### src/rtl/boot_hex_pkg.sv
// -----------------------------------------------------------------------------
// boot_hex_pkg
// Definitions shared by the boot hex formatter (transmit side) and the boot
// hex loader parser (receive side): ASCII character constants, the line state
// enum and the nibble width.
// -----------------------------------------------------------------------------
package boot_hex_pkg;

  localparam int nibble_width = 4;

  localparam logic [7:0] CH_0     = 8'h30;  // "0"
  localparam logic [7:0] CH_A     = 8'h41;  // "A"
  localparam logic [7:0] CH_CR    = 8'h0D;
  localparam logic [7:0] CH_LF    = 8'h0A;
  localparam logic [7:0] CH_COLON = 8'h3A;  // ":"
  localparam logic [7:0] CH_SPACE = 8'h20;  // " "

  // ST_ADDR and ST_SEP are only visited when the address prefix is enabled.
  typedef enum logic [2:0] {
    ST_IDLE,
    ST_ADDR,
    ST_SEP,
    ST_DATA,
    ST_CR,
    ST_LF
  } state_t;

endpackage

### src/rtl/boot_hex_formatter_nibble.sv
// -----------------------------------------------------------------------------
// hex_nibble_to_char
// Combinational mapper from one 4-bit nibble to its uppercase ASCII hex digit.
// Ports:
//   i_nibble  in   nibble_width  value 0..15
//   o_char    out  8             "0".."9", "A".."F"
// -----------------------------------------------------------------------------
module hex_nibble_to_char
  import boot_hex_pkg::*;
(
  input  logic [nibble_width-1:0] i_nibble,
  output logic [7:0]              o_char
);

  always_comb begin
    if (i_nibble < 4'd10) begin
      o_char = CH_0 + {4'd0, i_nibble};
    end else begin
      o_char = CH_A + {4'd0, i_nibble} - 8'd10;
    end
  end

endmodule

### src/rtl/boot_hex_formatter.sv
// -----------------------------------------------------------------------------
// boot_hex_formatter
// Turns one binary word per line into ASCII hex text (MSB nibble first)
// terminated by CR LF, for a byte-wide transmitter such as a UART.
//
// Optional feature (macro BOOT_HEX_FORMATTER_ADDRESS_EN):
//   when defined, every line is prefixed by the latched line address in hex
//   followed by ": ", e.g. "00000004: DEADBEEF\r\n". When undefined, lines
//   carry the data digits only, e.g. "DEADBEEF\r\n".
//
// Ports:
//   clk        in   1              clock
//   reset      in   1              asynchronous active-high reset
//   in_valid   in   1              word available
//   in_data    in   data_width     word to format
//   in_ready   out  1              high in IDLE only
//   restart    in   1              pulse: zero the line address counter
//   out_valid  out  1              character available (registered)
//   out_char   out  char_width     ASCII character (registered)
//   out_ready  in   1              character consumed
//   busy       out  1              a line is in progress
// -----------------------------------------------------------------------------
module boot_hex_formatter
  import boot_hex_pkg::*;
#(
  parameter int address_width = 32,
  parameter int data_width    = 32,
  parameter int char_width    = 8
) (
  input  logic                  clk,
  input  logic                  reset,
  input  logic                  in_valid,
  input  logic [data_width-1:0] in_data,
  output logic                  in_ready,
  input  logic                  restart,
  output logic                  out_valid,
  output logic [char_width-1:0] out_char,
  input  logic                  out_ready,
  output logic                  busy
);

  localparam logic [7:0] DATA_LAST = 8'(data_width / nibble_width);
`ifdef BOOT_HEX_FORMATTER_ADDRESS_EN
  localparam logic [7:0] ADDR_LAST = 8'(address_width / nibble_width);
`endif
  localparam logic [address_width-1:0] ADDR_INC = address_width'(data_width / 8);

  state_t                  r_state;
  logic [data_width-1:0]   r_data_sh;
  logic [address_width-1:0] r_addr_cnt;
`ifdef BOOT_HEX_FORMATTER_ADDRESS_EN
  logic [address_width-1:0] r_addr_sh;
`endif
  logic [7:0]              r_cnt;
  logic                    r_out_valid;
  logic [char_width-1:0]   r_out_char;

  logic                     w_in_hs;
  logic                     w_out_hs;
  logic [address_width-1:0] w_line_addr;
  logic [nibble_width-1:0]  w_nibble;
  logic [7:0]               w_hex_char;

  function automatic logic [char_width-1:0] to_char(input logic [7:0] c);
    return char_width'(c);
  endfunction

  assign in_ready  = (r_state == ST_IDLE);
  assign busy      = (r_state != ST_IDLE);
  assign out_valid = r_out_valid;
  assign out_char  = r_out_char;

  assign w_in_hs  = in_valid & in_ready;
  assign w_out_hs = r_out_valid & out_ready;

  // A restart coinciding with the handshake gives the accepted word address 0.
  assign w_line_addr = restart ? '0 : r_addr_cnt;

  // The next digit to present: in IDLE it comes straight from the incoming
  // line (so the first character is valid the cycle after acceptance),
  // otherwise from the top of the active shift register.
  always_comb begin
    w_nibble = r_data_sh[data_width-1 -: nibble_width];
    case (r_state)
`ifdef BOOT_HEX_FORMATTER_ADDRESS_EN
      ST_IDLE: w_nibble = w_line_addr[address_width-1 -: nibble_width];
      ST_ADDR: w_nibble = r_addr_sh[address_width-1 -: nibble_width];
`else
      ST_IDLE: w_nibble = in_data[data_width-1 -: nibble_width];
`endif
      default: ;
    endcase
  end

  hex_nibble_to_char u_nibble (
    .i_nibble (w_nibble),
    .o_char   (w_hex_char)
  );

  always_ff @(posedge clk or posedge reset) begin
    if (reset) begin
      r_state     <= ST_IDLE;
      r_data_sh   <= '0;
      r_addr_cnt  <= '0;
`ifdef BOOT_HEX_FORMATTER_ADDRESS_EN
      r_addr_sh   <= '0;
`endif
      r_cnt       <= '0;
      r_out_valid <= 1'b0;
      r_out_char  <= '0;
    end else begin
      if (w_in_hs) begin
        r_addr_cnt <= w_line_addr + ADDR_INC;
      end else if (restart) begin
        r_addr_cnt <= '0;
      end

      // r_cnt counts digits already loaded into r_out_char for the field.
      case (r_state)
        ST_IDLE: begin
          if (in_valid) begin
            r_out_valid <= 1'b1;
            r_out_char  <= to_char(w_hex_char);
            r_cnt       <= 8'd1;
`ifdef BOOT_HEX_FORMATTER_ADDRESS_EN
            r_addr_sh   <= w_line_addr << nibble_width;
            r_data_sh   <= in_data;
            r_state     <= ST_ADDR;
`else
            r_data_sh   <= in_data << nibble_width;
            r_state     <= ST_DATA;
`endif
          end
        end
`ifdef BOOT_HEX_FORMATTER_ADDRESS_EN
        ST_ADDR: begin
          if (w_out_hs) begin
            if (r_cnt == ADDR_LAST) begin
              r_out_char <= to_char(CH_COLON);
              r_cnt      <= 8'd0;
              r_state    <= ST_SEP;
            end else begin
              r_out_char <= to_char(w_hex_char);
              r_addr_sh  <= r_addr_sh << nibble_width;
              r_cnt      <= r_cnt + 8'd1;
            end
          end
        end
        // r_cnt 0: ":" on the wire, 1: " " on the wire.
        ST_SEP: begin
          if (w_out_hs) begin
            if (r_cnt == 8'd0) begin
              r_out_char <= to_char(CH_SPACE);
              r_cnt      <= 8'd1;
            end else begin
              r_out_char <= to_char(w_hex_char);
              r_data_sh  <= r_data_sh << nibble_width;
              r_cnt      <= 8'd1;
              r_state    <= ST_DATA;
            end
          end
        end
`endif
        ST_DATA: begin
          if (w_out_hs) begin
            if (r_cnt == DATA_LAST) begin
              r_out_char <= to_char(CH_CR);
              r_state    <= ST_CR;
            end else begin
              r_out_char <= to_char(w_hex_char);
              r_data_sh  <= r_data_sh << nibble_width;
              r_cnt      <= r_cnt + 8'd1;
            end
          end
        end
        ST_CR: begin
          if (w_out_hs) begin
            r_out_char <= to_char(CH_LF);
            r_state    <= ST_LF;
          end
        end
        ST_LF: begin
          if (w_out_hs) begin
            r_out_valid <= 1'b0;
            r_state     <= ST_IDLE;
          end
        end
        default: begin
          r_out_valid <= 1'b0;
          r_state     <= ST_IDLE;
        end
      endcase
    end
  end

endmodule

### config.mk
export PLATFORM = sky130hd
export DESIGN_NAME = boot_hex_formatter
export DESIGN_NICKNAME = d
export VERILOG_FILES = /design/src/rtl/boot_hex_pkg.sv /design/src/rtl/boot_hex_formatter_nibble.sv /design/src/rtl/boot_hex_formatter.sv
export SDC_FILE = /design/constraint.sdc
export NUM_CORES = 1
export LEC_CHECK = 0
export CORE_MARGIN = 1.5
export CORE_UTILIZATION = 25
export CTS_BUF_LIST = sky130_fd_sc_hd__clkbuf_16
export DETAILED_ROUTE_END_ITERATION = 12
export MAX_ROUTING_LAYER = met4
export SYNTH_ARGS = -nofsm -noshare
export SYNTH_HDL_FRONTEND = slang
export SYNTH_SLANG_ARGS = --single-unit
### constraint.sdc
create_clock -name clk -period 2.1 [get_ports clk]
set_input_delay 0.42 -clock clk [delete_from_list [all_inputs] [get_ports clk]]
set_output_delay 0.42 -clock clk [all_outputs]
set_load 0.03 [all_outputs]
== After elaboration in Yosys (flattened, before gate mapping) ==
Index checks and enable logic that the tools add are counted.
Word-level totals
  register bits after elaboration: 52
  latch bits: 0
  RAM bits: 0
  ROM bits: 0
  input bits: 37
  output and inout port bits: 11
  memories kept: 0
Operators by class
  add/sub/neg operators: 4
  $mul: 0
  divide/modulo/power cells: 0
  $lt $le $gt $ge: 1
  equality and inequality tests: 10
  shifts and indexed selects: 0
  mux-type cells: 24
  bitwise gates (word level): 2
  reductions and logical operators: 9
Operator list (count)
  two-way mux 32 bit: 3
  two-way mux 8 bit: 8
  case mux 32 bit (2 select lines): 1
  case mux 8 bit (3 select lines): 1
  case mux 8 bit (2 select lines): 1
  two-way mux 3 bit: 5
  != test 2 bit (second input constant): 6
  case mux 3 bit (4 select lines): 1
  adder 7 x 4 -> 8 bit (first input constant): 1
  adder 8 x 1 -> 8 bit (second input constant): 1
  equality test 8 x 4 -> 1 bit (second input constant): 1
  AND reduction 4 bit: 2
  subtractor 8 x 4 -> 8 bit (second input constant): 1
  adder 6 x 4 -> 7 bit (first input constant): 1
  equality test 3 bit (second input constant): 2
  nonzero test 3 bit: 2
  AND reduction 5 bit: 1
  less-than comparator 4 bit (second input constant): 1
  two-way mux 4 bit: 1
  equality test 3 x 2 -> 1 bit (second input constant): 1
  zero test 3 bit: 1
  case mux 1 bit (3 select lines): 1
  AND reduction 3 bit: 1
  two-way mux 1 bit: 2
  other kinds (4): 4

== Longest topological paths before layout ==
Gate-level depths: netlist of run 1.
  depth in word-level cells: 8
  depth in mapped cells: 11
  mapped depth without buffers: 9

== Modules after synthesis ==
Synthesis of run 1 repeated with hierarchy kept, for this count alone.
Second synthesis, totals
  cell total of the unflattened synthesis: 266
  area total of the unflattened synthesis: 2691.3 µm²
Modules (own cells, without submodules)
  boot_hex_formatter: times used 1, cells an instance 250, area an instance 2586.2 µm², sequential area each 1201.2 µm²
  hex_nibble_to_char: times used 1, cells an instance 16, area an instance 105.1 µm², sequential area each 0.0 µm²

== Worst setup path after synthesis of run 1 ==
Ideal clock, no wire load.
  path kind: flip-flop to flip-flop
  from: register r_state[0]
  to: register r_out_char[2], in the netlist out_char[2]
  library setup time: 133 ps
  data arrival time: 2238 ps
  data required time: 1967 ps
  path slack: -271 ps
  stages on the path, launching flop included: 12
  buffers on the path: 2
  period minus slack after synthesis: 2371 ps
  cells stage by stage: dfrtp_1 -> buf_2 -> or3_1 -> buf_2 -> inv_2 -> mux2_2 -> inv_1 -> ha_1 -> nand2_1 -> mux2i_1 -> or3_1 -> nand4b_1
Between the ends
  word-level cells in the longest chain between the ends: 8
  elaborated cells between the ends (all ways): 18
  those cells by class: add/sub (3); order compare (1); eq/ne (5); mux (6); reduce/logical (3)
Ends and longest elaborated chain
  from (decl): RTL line boot_hex_formatter.sv:48  | state_t r_state;
  from (signal assigned): RTL line boot_hex_formatter.sv:102  | r_state <= ST_IDLE;
  from (signal assigned): RTL line boot_hex_formatter.sv:131  | r_state <= ST_DATA;
  from (signal assigned): RTL line boot_hex_formatter.sv:168  | r_state <= ST_CR;
  zero test 3 bit *
  net in_ready: RTL line boot_hex_formatter.sv:34  | output logic in_ready,
  two-way mux 4 bit: RTL line boot_hex_formatter.sv:84  | case (r_state)
  adder 7 x 4 -> 8 bit: RTL line boot_hex_formatter_nibble.sv:19  | o_char = CH_A + {4'd0, i_nibble} - 8'd10;
  subtractor 8 x 4 -> 8 bit: RTL line boot_hex_formatter_nibble.sv:19
  two-way mux 8 bit: RTL line boot_hex_formatter_nibble.sv:16  | if (i_nibble < 4'd10) begin
  two-way mux 8 bit: RTL line boot_hex_formatter.sv:166  | if (r_cnt == DATA_LAST) begin
  two-way mux 8 bit: RTL line boot_hex_formatter.sv:165  | if (w_out_hs) begin
  case mux 8 bit (3 select lines): RTL line boot_hex_formatter.sv:119  | case (r_state)
  to (signal assigned): RTL line boot_hex_formatter.sv:123  | r_out_char <= to_char(w_hex_char);
  to (signal assigned): RTL line boot_hex_formatter.sv:167  | r_out_char <= to_char(CH_CR);
  to (signal assigned): RTL line boot_hex_formatter.sv:170  | r_out_char <= to_char(w_hex_char);
  to (decl): RTL line boot_hex_formatter.sv:56  | logic [char_width-1:0] r_out_char;
Mark *: on every way through the listed nets, which the timed path passes. The rest lies on a longest branch. The select of a mux whose other input is x is not followed.
A chain may end at the register's enable or synchronous reset.

== Final worst setup path of run 1 ==
  from: register r_state[1]
  to: register r_out_char[2], in the netlist out_char[2]
Between the ends
  word-level cells in the longest chain between the ends: 8
  elaborated cells between the ends (all ways): 18
  those cells by class: add/sub (3); order compare (1); eq/ne (5); mux (6); reduce/logical (3)
Ends and longest elaborated chain (RTL line)
  zero test 3 bit: boot_hex_formatter.sv:84, boot_hex_formatter.sv:119
  two-way mux 4 bit: boot_hex_formatter.sv:84
  adder 7 x 4 -> 8 bit: boot_hex_formatter_nibble.sv:19
  subtractor 8 x 4 -> 8 bit: boot_hex_formatter_nibble.sv:19
  two-way mux 8 bit: boot_hex_formatter_nibble.sv:16
  two-way mux 8 bit: boot_hex_formatter.sv:166
  two-way mux 8 bit: boot_hex_formatter.sv:165
  case mux 8 bit (3 select lines): boot_hex_formatter.sv:119
Parallel ways exist; a longest one is shown, timed or not. The select of a mux whose other input is x is not followed.

==> results of run 1 <==
==> worst paths after layout <==
check	end	slack [ns]
max in group asynchronous	out_char[3]	1.39
min	r_data_sh[4]	0.47
max reg2reg	out_char[2]	0.03
max	out_char[2]	0.03
min in group clk	out_char[5]	0.50
min reg2reg	out_char[5]	0.50
==> where the power goes <==
group | internal, uW | switching (uW) | leakage [uW] | total [uW]
combinational | 1130 | 1210 | 0.000834 | 2340
clock | 435 | 332 | 0.0000710 | 766
sequential | 1290 | 242 | 0.000558 | 1530
total | 2850 | 1780 | 0.00146 | 4640
==> registers in the layout, indices dropped and copies added, names as in the netlist <==
register and count:
out_char 7, r_state 3, r_data_sh 28, out_valid 1
r_cnt 8
==> final cells by class <==
class	instances	area share, %
Multi-Input combinational cell	196	34.3
Sequential cell	47	33.8
Timing Repair Buffer	79	21.6
Tap cell	133	4.78
Clock buffer	5	3.60
Inverter	11	1.40
Clock inverter	3	0.468
==> routing by layer <==
metal  up-vias  GRT usage, %
li1       1123             -
met1      1078          15.9
met2        53          21.4
met3        10          2.46
met4         0          3.27
met5         -             -
==> kinds of logic (layout without fill, tap and decap cells) <==
group           after synthesis  in the layout  synth area share [%]
fa+ha+maj                     3              3                  1.53
mux                           8              8                  3.31
flops                        47             47                  47.8
buf+inv                      33             98                  5.90
other cells                   1              1                 0.153
xor+xnor                      2              2                 0.713
simple gates                 95             95                  18.6
compound gates               87             87                  22.0
==> what timing repair did <==
action	4_1_cts	5_1_grt
setup endpoints to repair	6	32
buffers inserted	0	4
endpoints found under the hold margin	0	0
resized for setup	5	8
hold buffers	0	0
pin swaps	1	4
==> Yosys cell counts, types with 2 or more instances <==
cell,count,area [sq um]
mux2i_1,7,70.1
a31o_2,3,26.3
or4_1,4,30.0
clkbuf_1,12,45.0
a31oi_1,26,163
buf_2,8,40.0
nand4_1,3,18.8
and2_1,3,18.8
nor2_1,4,15.0
nand2_1,58,218
o31ai_1,4,30.0
o21ai_0,9,45.0
xnor2_1,2,17.5
inv_1,10,37.5
or3_1,4,25.0
a21oi_1,31,155
o2bb2ai_1,2,17.5
nand3b_1,2,15.0
nand3_1,7,35.0
and3_1,2,12.5
a22o_1,6,52.6
dfrtp_1,47,1180
ha_1,3,37.5
==> worst reg2reg max path: stages (launching register included) <==
cell and delay [ns]:
dfrtp_1 0.37, or3_1 0.38, buf_6 0.15, inv_8 0.06, mux2_4 0.31, inv_2 0.07, ha_4 0.15, nand2_2 0.06
mux2i_2 0.19, or3_1 0.14, nand4b_1 0.08
==> through the flow <==
step	worst slack, ns	TNS (ns)	std cells	hold WS [ns]
global placement	-0.254	-7.46	462	0.479
CTS	0.00806	0	470	0.494
global route	-0.0586	-0.0852	474	0.509
finish	0.0258	0	474	0.473
detailed placement	-0.313	-9.22	462	0.485
floorplan	-0.0127	-0.0127	276	0.473
==> flow_summary.yaml, run 1 <==
floorplanning:
  die_area_sq_um: 10400
  num_rows: 36
  die_w_microns: 102
  chipHeight_microns: 102
  initial_core_util_pct: 25.5
  io_pins: 48
  core_sq_um: 9640
final_layout:
  area_growth_pct: 41.5
  nFillCells: 1012
  num-nets-final: 380
  drive_above_1_share_pct: 17.9
  final_common_cell: "nand2_1"
  post-route-util_pct: 36.1
  final_area_sq_um: 3480
  multi_input_comb_area_sq_um: 1190
  diodes: 0
  seq_area_sq_um: 1180
  layout_common_cells: "nand2_1 (55), dfrtp_1 (47), clkdlybuf4s50_1 (43)"
sta:
  rsz0062_at_grt: "true"
  skew_ns: 0.00594
  finalHoldViolCount: 0
  period_share_pct: 98.8
  slew_violations: 0
  setup_viol: 0
  fin_crit_ns: 2.07
  max_freq_mhz: 482
power:
  peakVddDrop_mv: 0.476
  finalPower_uw: 4640
  power_density_nw_per_um2: 1330
  leakage_uw: 0.00146
logic_synthesis:
  ys_async_sr_fraction_pct: 100
  syn_area_sq_um: 2460
  synthFlopType: "dfrtp_1"
  syn_avg_cell_area_sq_um: 8.91
  synth_nets: 316
  synth_edf_count: 0
  netlist_instances: 276
  ys_warn_count: 0
  ys_seq_area_share_pct: 47.8
  yosysUniqueCellTypes: 42
  ys_ff_latch: 47
critical_path:
  slowest_delay_ns: 0.38
  worst_path_dominant_cell_family: "simple AND/OR/NAND/NOR gates"
  worst-path-buf-inv: 3
  worstPathCellList: "or3_1 > buf_6 > inv_8 > mux2_4 > inv_2 > ha_4 > nand2_2 > mux2i_2 > or3_1 > nand4b_1"
  crit_top_cell: "or3_1"
  reg2reg_depth: 10
  worst-path-stages: 10
  cp_max_fo: 5
  critPathSlowestCell: "or3_1"
  worstPathArrival_ns: 2.23
  cp-startpoint: "r_state[1]"
  r2r_start: "r_state[1]"
  start_kind: "register"
  crit_path_end_kind: "register"
  critical_path_class: "register to register"
  required_ns: 2.26
place:
  portBuffers: 45
  globalplace.congestion: 0.819
  dp_hpwl_microns: 4330
  placed_cell_area_sq_um: 3270
routing:
  wl_met2_microns: 2850
  vias: 2264
  routedLengthMet1_microns: 2870
  dr.pass1.iters: 4
  viasPerCell: 4.78
  wl_per_cell_microns: 12.8
  top_layer_used: "met4"
  wl_met3_microns: 227
  final_antenna_net_count: 0
  drc: 0
  first_iter_violations: 151
  routed_wl_microns: 6060
outcome:
  status: "complete, no violations"
worst_hold_path:
  hold_class: "input pin to async pin"
grt:
  grt_pass1_vias: 2186
  antenna_found_initial: 0
  track_usage_pct: 12.8
  grt_max_degree: 48
  grt-ovfl-total: 0
  grt_pass1_wl_microns: 10200
clocking:
  clk_pin_slew_worst_paths_ns: 0.07
  clock_latency_ns: 0.28
  clockBufferDepth: 2
  root_buffer: "clkbuf_16"
  cts_tree: "yes"
  cts_buffers: 5
  clock-sinks: 47
  cts-htree-levels: 2
job:
  cap_violations: 0
Power figures use the tool's default switching activity.
==> run 2, diff against run 1 <==
- CORE_UTILIZATION: 25 -> 47
- PLACE_DENSITY: unset -> 0.87
==> flow_summary.yaml, run 2 (synthesis results as in run 1) <==
clocking:
  clockBufferDepth: 2
  root_buffer: "clkbuf_16"
  cts-htree-levels: 2
  cts_buffers: 5
  clock_latency_ns: 0.28
  clock-sinks: 47
  cts_tree: "yes"
  clk_pin_slew_worst_paths_ns: 0.06
  postCtsHoldBufs: 0
grt:
  grt_max_degree: 48
  grt-ovfl-total: 0
  track_usage_pct: 23.8
  grt_pass1_wl_microns: 9910
  antenna_found_initial: 0
  grt_pass1_vias: 2170
critical_path:
  required_ns: 2.26
  critical_path_class: "input pin to register"
  slowest_delay_ns: 0.53
  cp_max_fo: 9
  ff2ff_setup_slack_ns: 0.10
  crit_path_end_kind: "register"
  worstPathArrival_ns: 2.20
  worst-path-stages: 5
  r2r_start: "r_state[1]"
  worstPathCellList: "clkdlybuf4s50_1 > or3b_4 > a21o_4 > or4b_4 > mux2i_1"
  cp-startpoint: "in_valid"
  worst_path_dominant_cell_family: "simple AND/OR/NAND/NOR gates"
  critPathSlowestCell: "or4b_4"
  worst-path-buf-inv: 1
  reg2reg_depth: 5
  critPathCapture: "r_cnt[3]"
  r2r-end: "r_cnt[3]"
  start_kind: "input pin"
sta:
  fin_crit_ns: 2.05
  setup_viol: 0
  max_freq_mhz: 488
  finalHoldViolCount: 0
  timing.final.ws_setup_ns: 0.0505
  slew_violations: 0
  skew_ns: 0.00342
  period_share_pct: 97.6
power:
  clockPowerShare_pct: 18.8
  power_frac_seq_pct: 33.1
  p_sw_uw: 1790
  combPwrFrac_pct: 48.1
  peakVddDrop_mv: 0.711
  swShare_pct: 38.0
  internal_power_uw: 2920
  power_density_nw_per_um2: 1390
  leakage_uw: 0.00143
final_layout:
  layout_common_cells: "nand2_1 (57), dfrtp_1 (47), clkdlybuf4s50_1 (43)"
  largest_reg_flops: 28
  num-nets-final: 373
  final_cells: 404
  drive_above_1_share_pct: 15.9
  area_growth_pct: 37.6
  final_common_cell: "nand2_1"
  multi_input_comb_area_sq_um: 1210
  diodes: 0
  top_register: "r_data_sh"
  nFillCells: 417
  seq_area_sq_um: 1180
routing:
  routed_wl_microns: 6000
  vias: 2295
  dr.pass1.iters: 5
  final_antenna_net_count: 0
  wl_per_cell_microns: 14.8
  first_iter_violations: 166
  viasPerCell: 5.68
  drc: 0
job:
  cap_violations: 0
floorplanning:
  die_w_microns: 75.3
  die_area_sq_um: 5670
  io_pins: 48
  core_sq_um: 5070
  num_rows: 26
  chipHeight_microns: 75.3
  initial_core_util_pct: 48.4
place:
  portBuffers: 45
  place_inst: 395
  pre_cts_ws_ns: -0.257
  dp_hpwl_microns: 4220
  globalplace.congestion: 0.870
worst_hold_path:
  hold_class: "input pin to async pin"
outcome:
  status: "complete, no violations"
[run 2: area by class of cell]
| cell class | count | area share [%] |
|---|---|---|
| timing repair buffer | 72 | 20.3 |
| sequential | 47 | 34.8 |
| multi-input combinational | 196 | 35.9 |
| clock buffer | 5 | 3.70 |
| clock inverter | 3 | 1.29 |
| inverter | 11 | 1.44 |
| tap | 70 | 2.59 |
[run 2: worst min-delay path, cell delays in order]
cell,delay [ns]
clkdlybuf4s50_1,0.40
clkinv_1,0.07
buf_12,0.24
[run 2: worst min path at each step]
| stage | from | slack [ns] | cells past startpoint | to |
|---|---|---|---|---|
| after floorplan | r_data_sh[4] | 0.47 | 1 | r_data_sh[4] |
| final | reset | 0.47 | 3 | out_valid |
| after global placement | out_char[4] | 0.48 | 1 | out_char[4] |
| after global routing | reset | 0.52 | 3 | r_data_sh[11] |
| after CTS | reset | 0.49 | 3 | r_data_sh[10] |
| after detailed placement | out_char[4] | 0.48 | 1 | out_char[4] |
[run 2: through the flow]
stage	setup TNS (ns)	total power (uW)	utilization, %	hold slack [ns]	instance area, sq um
CTS	0	4640	65.3	0.489	3310
detailed placement	-6.42	3720	61.8	0.476	3140
global placement	-4.04	3620	61.8	0.476	3140
floorplan	-0.0127	2960	-	0.473	2490
global route	-0.00501	5050	66.6	0.521	3380
finish	0	4720	66.6	0.471	3380
[run 2: repair_timing]
action	CTS	global route
pin swaps	0	2
gates resized for setup	3	12
setup buffers	0	1
endpoints found under the setup margin	3	23
cloned	0	0
[run 2: per-layer routing]
layer / part of all wire, % / global-route usage [%]
met4: 1.4 / 8.33
met3: 6.2 / 4.63
met5: 0 / -
met2: 51 / 38.8
met1: 42 / 29.7
[run 2: power groups by stage]
stage                     logic, uW  clock network, uW  registers (uW)
after global placement         2090                  0            1530
after floorplan                1320                  0            1650
after global routing           2510                935            1610
after CTS                      2190                904            1550
final                          2270                887            1560
after detailed placement       2160                  0            1560
